**src/rtl/fetch_ctrl_pkg.sv**
```systemverilog
// fetch_ctrl_pkg: shared fetch-stage types, reset PC and ibus request/response structs
package fetch_ctrl_pkg;
  typedef enum logic [1:0] {REQ, WAIT, HOLD} fetch_state_t;
  localparam logic [31:0] FETCH_RESET_PC = 32'hbfc0_0000;
  localparam logic [31:0] FETCH_PC_STEP = 32'd4;
  typedef struct packed {
    logic        valid;
    logic [31:0] addr;
  } ibus_req_t;
  typedef struct packed {
    logic        addr_ok;
    logic        data_ok;
    logic [31:0] rdata;
  } ibus_rsp_t;
endpackage

```
**src/rtl/fetch_pc_reg.sv**
```systemverilog
// fetch_pc_reg: fetch PC plus a pending redirect target parked while a request awaits addr_ok
module fetch_pc_reg
  import fetch_ctrl_pkg::*;
#(
  parameter logic [31:0] RESET_PC = FETCH_RESET_PC,
  parameter logic [31:0] PC_STEP = FETCH_PC_STEP
) (
  input  logic        clk,
  input  logic        resetn,
  input  logic        ld_pc,
  input  logic        ld_pend,
  input  logic        take_pend,
  input  logic        inc,
  input  logic [31:0] target,
  output logic [31:0] pc,
  output logic        pend
);
  logic [31:0] pend_pc;
  always_ff @(posedge clk or negedge resetn)
    if (!resetn) begin
      pc <= RESET_PC;
      pend <= 1'b0;
      pend_pc <= '0;
    end else begin
      pc <= ld_pc ? target : (take_pend && pend) ? pend_pc : inc ? pc + PC_STEP : pc;
      pend <= ld_pend || (pend && !take_pend);
      if (ld_pend) pend_pc <= target;
    end
endmodule

```
**src/rtl/fetch_ctrl.sv**
```systemverilog
// fetch_ctrl: fetch-stage sequencer; single-outstanding ibus handshake feeding a one-entry decode buffer
module fetch_ctrl
  import fetch_ctrl_pkg::*;
#(
  parameter logic [31:0] RESET_PC = FETCH_RESET_PC,
  parameter logic [31:0] PC_STEP = FETCH_PC_STEP
) (
  input  logic        clk,
  input  logic        resetn,
  input  logic        redirect_valid,
  input  logic [31:0] redirect_pc,
  input  logic        stall,
  output logic        ireq_valid,
  output logic [31:0] ireq_addr,
  input  logic        addr_ok,
  input  logic        data_ok,
  input  logic [31:0] rdata,
  output logic        inst_valid,
  output logic [31:0] inst,
  output logic [31:0] inst_pc,
  output logic        inst_adel
);
  fetch_state_t state, nxt;
  logic [31:0] pc;
  logic pend, discard, nxt_discard, stray_ok, misal, accept;
  logic ld_pc, ld_pend, take_pend, inc, buf_load, buf_adel, buf_clr;
  ibus_req_t req;
  ibus_rsp_t rsp;
  assign rsp = '{addr_ok: addr_ok, data_ok: data_ok, rdata: rdata};
  assign misal = |pc[1:0];
  assign accept = inst_valid && !stall;
  assign req = '{valid: resetn && state == REQ && !misal, addr: pc};
  assign ireq_valid = req.valid;
  assign ireq_addr = req.addr;
  fetch_pc_reg #(.RESET_PC(RESET_PC), .PC_STEP(PC_STEP)) u_pc (
    .clk(clk), .resetn(resetn), .ld_pc(ld_pc), .ld_pend(ld_pend), .take_pend(take_pend),
    .inc(inc), .target(redirect_pc), .pc(pc), .pend(pend)
  );
  // A redirect during an unaccepted request is parked so ireq_addr stays stable.
  always_comb begin
    nxt = state;
    nxt_discard = discard;
    ld_pc = 1'b0;
    ld_pend = 1'b0;
    take_pend = 1'b0;
    inc = 1'b0;
    buf_load = 1'b0;
    buf_adel = 1'b0;
    buf_clr = 1'b0;
    case (state)
      REQ:
        if (redirect_valid && (misal || !rsp.addr_ok)) begin
          ld_pc = misal;
          ld_pend = !misal;
        end else if (misal) begin
          buf_adel = 1'b1;
          nxt = HOLD;
        end else if (rsp.addr_ok) begin
          take_pend = 1'b1;
          ld_pc = redirect_valid;
          nxt_discard = pend || redirect_valid;
          nxt = WAIT;
        end
      WAIT:
        if (redirect_valid) begin
          ld_pc = 1'b1;
          nxt_discard = !rsp.data_ok;
          nxt = rsp.data_ok ? REQ : WAIT;
        end else if (rsp.data_ok) begin
          nxt_discard = 1'b0;
          buf_load = !discard;
          inc = !discard;
          nxt = discard ? REQ : HOLD;
        end
      HOLD:
        if (redirect_valid || accept) begin
          ld_pc = redirect_valid;
          buf_clr = 1'b1;
          nxt = REQ;
        end
      default: nxt = REQ;
    endcase
  end
  // stray_ok tolerates one response still in flight from before a reset.
  always_ff @(posedge clk or negedge resetn)
    if (!resetn) begin
      state <= REQ;
      discard <= 1'b0;
      stray_ok <= 1'b1;
      inst_valid <= 1'b0;
      inst <= '0;
      inst_pc <= '0;
      inst_adel <= 1'b0;
    end else begin
      state <= nxt;
      discard <= nxt_discard;
      if (rsp.addr_ok || rsp.data_ok) stray_ok <= 1'b0;
      if (buf_load || buf_adel) begin
        inst_valid <= 1'b1;
        inst <= buf_load ? rsp.rdata : '0;
        inst_pc <= pc;
        inst_adel <= buf_adel;
      end else if (buf_clr) inst_valid <= 1'b0;
    end
  a_data_ok_in_wait: assert property (@(posedge clk) disable iff (!resetn)
    data_ok |-> (state == WAIT || stray_ok));
endmodule

```
**config.mk**
```make
export PLATFORM = sky130hd
export DESIGN_NAME = fetch_ctrl
export DESIGN_NICKNAME = d
export VERILOG_FILES = /design/src/rtl/fetch_ctrl_pkg.sv /design/src/rtl/fetch_pc_reg.sv /design/src/rtl/fetch_ctrl.sv
export SDC_FILE = /design/constraint.sdc
export NUM_CORES = 1
export LEC_CHECK = 0
export CAP_MARGIN = 15
export CORE_MARGIN = 3
export CORE_UTILIZATION = 40
export DETAILED_ROUTE_END_ITERATION = 7
export GPL_ROUTABILITY_DRIVEN = 0
export GPL_TIMING_DRIVEN = 0
export PLACE_DENSITY_LB_ADDON = 0.3
export SYNTH_ARGS = -nofsm -noshare
export SYNTH_HDL_FRONTEND = slang
export SYNTH_HIERARCHICAL = 1
export SYNTH_SLANG_ARGS = --single-unit
```
**constraint.sdc**
```tcl
create_clock -name clk -period 3.6 [get_ports clk]
set_input_delay 0.72 -clock clk [delete_from_list [all_inputs] [get_ports clk]]
set_output_delay 0.72 -clock clk [all_outputs]
set_load 0.02 [all_outputs]
```
==> flow_summary_export.csv, run 1 <==
group,metric,value,unit
drt,drt_pass1_iterations,4,
status,status,"finished clean",
power_and_ir_drop,power.density,854,nW/µm²
drt,viasPerCell,5.52,
placement,hpwl,12.6,mm
sta,slew_headroom,0.527,
sta,hold_viol_final,0,
floorplan,core,14800,µm²
setup_path,cp.required,3.90,ns
drt,num_vias,5033,
drt,ant_nets,0,
layout,fill_cells,1226,
cts,cts-root-buf,"clkbuf_16",
floorplan,io_pins,169,
grt,grt_pass1_vias,5282,
logic_synthesis,synth-seq-cells,134,
logic_synthesis,syn_area,6110,µm²
logic_synthesis,yosys_warnings,6,
sta,rsz0062_at_grt,"no",
drt,wl,17.6,mm
sta,fin_crit,3.37,ns
sta,finalCritPeriodShare,0.935,
floorplan,die_area,16800,µm²
layout,drive_gt1_frac,0.160,
placement,portBuffers,167,
placement,postPlaceCellArea,8040,µm²
setup_path,reg2regPathDepth,7,
run,maxCapViolations,0,
setup_path,critPathMaxFanout,15,
floorplan,die_w,130,µm
layout,design_area,8640,µm²
grt,grt_max_degree,69,
drt,route.detailed.drc,0,
layout,fin_cells,911,
sta,skew,0.00786,ns
setup_path,start_kind,"input port",
cts,cts_max_path_buffers,2,
cts,clk_latency,0.42,ns
setup_path,ff2ff_setup_slack,0.35,ns
logic_synthesis,async_reset_ff_frac,1.00,
cts,cts.clk_slew.worst_paths,0.06,ns
logic_synthesis,ys_seq_area_frac,0.551,
logic_synthesis,syn-num-nets,598,
setup_path,arrival,3.67,ns
placement,dp.cells,879,
floorplan,row_count,44,
setup_path,worst_setup_path_end_kind,"flop",
drt,initialDrtViolationCount,383,
cts,numCtsBuffers,17,
cts,clkSinkCount,134,
cts,cts_max_level,4,
logic_synthesis,synth-edff-count,0,
drt,wl_per_cell,19.3,µm
floorplan,initial_core_util,0.414,
logic_synthesis,synth_cells,527,
sta,max_freq,297,MHz
cts,cts_tree,"built",
sta,tightest_slew,0.707,ns
power_and_ir_drop,ir_drop,0.425,mV
setup_path,path_class,"in -> reg",
grt,antenna_found_initial,0,
logic_synthesis,synth_ff_type,"dfrtp_1",
grt,grt_pass1_wl,28.3,mm
layout,num_antenna_cells,0,
sta,drv_slew,0,
logic_synthesis,ys_types,49,
grt,globalRouteOverflowTotal,0,
logic_synthesis,syn_area_per_cell,11.6,µm²
grt,grtUsageTotal,0.216,
layout,nNetsFinal,785,
worst_hold_path,min_path_type,"in -> async",
floorplan,chipHeight,130,µm
sta,setup_viol,0,
layout,syn_to_final_growth,41.5,%
power_and_ir_drop,p_leak,3.61,nW
## timing repair
| item | CTS | global route |
|---|---|---|
| buffers inserted | 0 | 0 |
| resized for setup | 0 | 2 |
| setup endpoints to repair | 0 | 10 |
| endpoints found under the hold margin | 0 | 0 |
| hold buffers | 0 | 0 |
## sequential cells by signal, indices dropped and copies added (netlist names)
register and cells:
inst 32, discard 1, u_pc/pc 32, inst_valid 1
inst_pc 32, state 2, u_pc/pend_pc 32, inst_adel 1
u_pc/pend 1
## cell families after synthesis
group                      after synthesis  synth area share
buffers and inverters                   41            0.0281
AOI/OAI and AO/OA                      120             0.136
muxes                                   70             0.128
xor gates and xnor gates                20            0.0287
adders and majority gates                1           0.00205
and+or+nand+nor                        141             0.127
DFF                                    134             0.551
## Yosys cell counts, types with 6 or more instances
cell type,instances,area (µm²)
xor2_1,16,140
nand3_1,10,50.1
nand4_1,13,81.3
nand2_1,47,176
a22o_1,32,280
mux2i_1,6,60.1
nor3_1,7,35.0
nor3b_1,14,105
dfstp_2,9,236
o221ai_1,8,70.1
nand2b_1,7,43.8
inv_1,8,30.0
nor2_1,18,67.6
o21ai_0,23,115
mux2_2,58,653
dfrtp_1,125,3130
clkbuf_1,24,90.1
and3_1,7,43.8
a21oi_1,31,155
mux2_1,6,67.6
## metal layers
layer | vias up | track usage | share of wire
met1 | 2538 | 0.284 | 0.43
met4 | 0 | 0.0727 | 0.013
li1 | 2302 | - | -
met2 | 170 | 0.352 | 0.50
met5 | - | 0 | 0
met3 | 23 | 0.0523 | 0.054
## worst max-delay path: stages
cell and delay [ns]:
clkdlybuf4s50_1 0.55, nor4b_4 0.44, clkbuf_2 0.42, buf_2 0.32, clkbuf_1 0.47, nand2_1 0.45, o21a_1 0.30
## power by group
group / internal [mW] / switching, mW / total, mW
registers: 2.13 / 0.550 / 2.68
clock network: 1.09 / 0.673 / 1.76
logic: 1.47 / 1.46 / 2.94
total: 4.70 / 2.68 / 7.38
## cells in the final DEF (no fill, tap or decap), types with 5 or more instances in the layout
master           count
o21ai_0             23
o221ai_1             8
nand4_1             13
mux2_2              58
buf_2                5
nand2b_1             7
clkbuf_16           17
a22o_1              32
nand2_1             47
a31oi_1              5
mux2i_1              6
dfrtp_1            125
xor2_1              16
nor2_1              18
nor3b_1             14
clkdlybuf4s50_1    166
nor3_1               7
clkbuf_1            23
a21oi_1             31
dfstp_2              9
mux2_1               6
and3_1               7
inv_1                8
nand3_1             10
## worst paths after layout
check,start,endpoint
worst min register to register,inst_pc[30],inst_pc[30]
worst min-delay path,resetn,inst[28]
max in group asynchronous,resetn,u_pc/pc[26]
worst max register to register,state[1],u_pc/pc[17]
worst max-delay path,data_ok,u_pc/pc[17]
min in group clk,inst_pc[30],inst_pc[30]
## through the flow
step / TNS [ns] / total power, mW / hold slack [ns] / setup WS, ns / util
floorplan: 0 / 4.27 / 0.424 / 0.758 / -
global placement: -440.69 / 5.52 / 0.475 / -3.91 / 0.543
detailed placement: -3.64 / 5.64 / 0.481 / -0.395 / 0.545
CTS: 0 / 7.44 / 0.316 / 0.0162 / 0.586
global route: 0 / 7.81 / 0.333 / 0.0734 / 0.586
finish: 0 / 7.38 / 0.298 / 0.235 / 0.586
## area by class of cell
| cell class | count | area [µm²] | area share |
|---|---|---|---|
| Clock inverter | 15 | 180 | 0.0208 |
| Multi-Input combinational cell | 352 | 2570 | 0.297 |
| Sequential cell | 134 | 3360 | 0.389 |
| Inverter | 8 | 30.0 | 0.00347 |
| Timing Repair Buffer | 168 | 1700 | 0.197 |
| Clock buffer | 17 | 425 | 0.0492 |
| Buffer | 33 | 143 | 0.0165 |
| Tap cell | 184 | 230 | 0.0266 |
No activity file was read; power rests on OpenSTA's default activity.
==> inputs of run 2 (changes only) <==
CTS_CLUSTER_SIZE = 12   (was not set)
==> results of run 2 <==
Same layout as run 1: the final DEF is identical, and so are final timing and power.
==> inputs of run 3 (changes only) <==
MAX_ROUTING_LAYER = met4   (was not set)
==> run 3 against run 2 <==
Effect of this change:
- critical path depth unchanged
- clock skew about the same
- design area unchanged
- sequential share of layout area unchanged
- flip-flop and latch count unchanged
- power about the same
- hold slack got worse by 0.0032 ns
- count of clock-buffer cells in the layout unchanged
- fmax about the same
- first-iteration DRC count decreased by 8.4%
- highest routed layer unchanged
==> flow_summary_export.csv, run 3 (synthesized netlist as in run 1, its figures left out) <==
group,metric,value,unit
placement,portBuffers,167,
sta,drv_slew,0,
sta,max_freq,297,MHz
run,maxCapViolations,0,
cts,cts_max_level,4,
grt,grtUsageTotal,0.223,
setup_path,path_class,"in -> reg",
layout,design_area,8640,µm²
sta,skew,0.00786,ns
setup_path,rr_startpoint,"state[1]",
cts,cts_max_path_buffers,2,
drt,ant_nets,0,
sta,tightest_slew,0.696,ns
floorplan,io_pins,169,
floorplan,row_count,44,
layout,regArea,3360,µm²
power_and_ir_drop,power.density,854,nW/µm²
setup_path,critPathMaxFanout,15,
placement,dp.cells,879,
drt,viasPerCell,5.55,
sta,slew_headroom,0.533,
cts,cts_tree,"built",
grt,grt_max_degree,69,
layout,mostFrequentLayoutCell,"clkdlybuf4s50_1",
drt,num_vias,5052,
setup_path,reg2regPathDepth,7,
layout,drive_gt1_frac,0.160,
layout,fin_cells,911,
floorplan,core,14800,µm²
layout,multi_input_comb_area,2570,µm²
power_and_ir_drop,total_power,7.39,mW
floorplan,die_w,130,µm
cts,cts-root-buf,"clkbuf_16",
grt,grt_pass1_wl,28.3,mm
layout,syn_to_final_growth,41.5,%
setup_path,ff2ff_setup_slack,0.35,ns
power_and_ir_drop,p_leak,3.61,nW
worst_hold_path,min_path_type,"in -> async",
status,status,"finished clean",
cts,numCtsBuffers,17,
cts,cts.hold.buffers_added,0,
setup_path,reg2reg_to,"u_pc/pc[17]",
sta,rsz0062_at_grt,"no",
sta,setup_viol,0,
layout,fill_cells,1226,
drt,wl_per_cell,19.4,µm
grt,antenna_found_initial,0,
drt,wl,17.7,mm
drt,drt_pass1_iterations,5,
setup_path,crit_end,"u_pc/pc[17]",
setup_path,arrival,3.67,ns
sta,whs,0.295,ns
placement,hpwl,12.6,mm
sta,fin_crit,3.36,ns
cts,clk_latency,0.42,ns
floorplan,initial_core_util,0.414,
layout,mostFrequentLayoutCells,"clkdlybuf4s50_1 (166), dfrtp_1 (125), mux2_2 (58)",
setup_path,startpoint,"data_ok",
grt,globalRouteOverflowTotal,0,
drt,route.detailed.drc,0,
layout,num_antenna_cells,0,
drt,initialDrtViolationCount,351,
sta,hold_viol_final,0,
floorplan,chipHeight,130,µm
power_and_ir_drop,ir_drop,0.422,mV
placement,postPlaceCellArea,8040,µm²
floorplan,die_area,16800,µm²
setup_path,cp.required,3.91,ns
cts,clkSinkCount,134,
cts,cts.clk_slew.worst_paths,0.06,ns
setup_path,start_kind,"input port",
layout,nNetsFinal,785,
sta,fin_tns_setup,0,ns
grt,grt_pass1_vias,5277,
setup_path,worst_setup_path_end_kind,"flop",
sta,finalCritPeriodShare,0.934,
[run 3: timing repair]
item,in CTS,in global routing
endpoints found under the setup margin,0,10
resized for setup,0,2
buffers inserted,0,0
[run 3: layer usage]
metal | up-vias | GRT usage | routed length [µm]
met5 | - | - | 0
met4 | 0 | 0.0709 | 204
met2 | 193 | 0.351 | 8890
met1 | 2542 | 0.288 | 7550
li1 | 2299 | - | -
met3 | 18 | 0.0491 | 1010
[run 3: power by group]
part	internal [mW]	leakage (nW)	switching, mW	total (mW)
Sequential	2.13	1.66	0.548	2.68
Combinational	1.47	1.66	1.46	2.93
Clock	1.09	0.290	0.678	1.77
Total	4.70	3.61	2.69	7.39
[run 3: worst max-delay path, stage by stage]
cell and delay [ns]:
clkdlybuf4s50_1 0.55, nor4b_4 0.44, clkbuf_2 0.41, buf_2 0.32
clkbuf_1 0.46, nand2_1 0.45, o21a_1 0.30
[run 3: final cells by class]
class / instances / area share
tap: 184 / 0.0266
sequential: 134 / 0.389
clock inverter: 15 / 0.0208
timing repair buffer: 168 / 0.197
inverter: 8 / 0.00347
clock buffer: 17 / 0.0492
multi-input combinational: 352 / 0.297
buffer: 33 / 0.0165
[run 3: metrics by stage]
| step | util | worst slack (ns) |
|---|---|---|
| after detailed placement | 0.545 | -0.395 |
| after global placement | 0.543 | -3.91 |
| after floorplan | - | 0.758 |
| after CTS | 0.586 | 0.0162 |
| after global routing | 0.586 | 0.0755 |
| final | 0.586 | 0.238 |
[run 3: how the worst min path moves through the flow]
stage                      startpoint          end  depth (start not counted)
after floorplan                resetn      discard                          0
after global placement    inst_pc[29]  inst_pc[29]                          1
after detailed placement  inst_pc[30]  inst_pc[30]                          1
after CTS                      resetn     inst[28]                          1
after global routing           resetn     inst[30]                          1
final                          resetn     inst[28]                          1
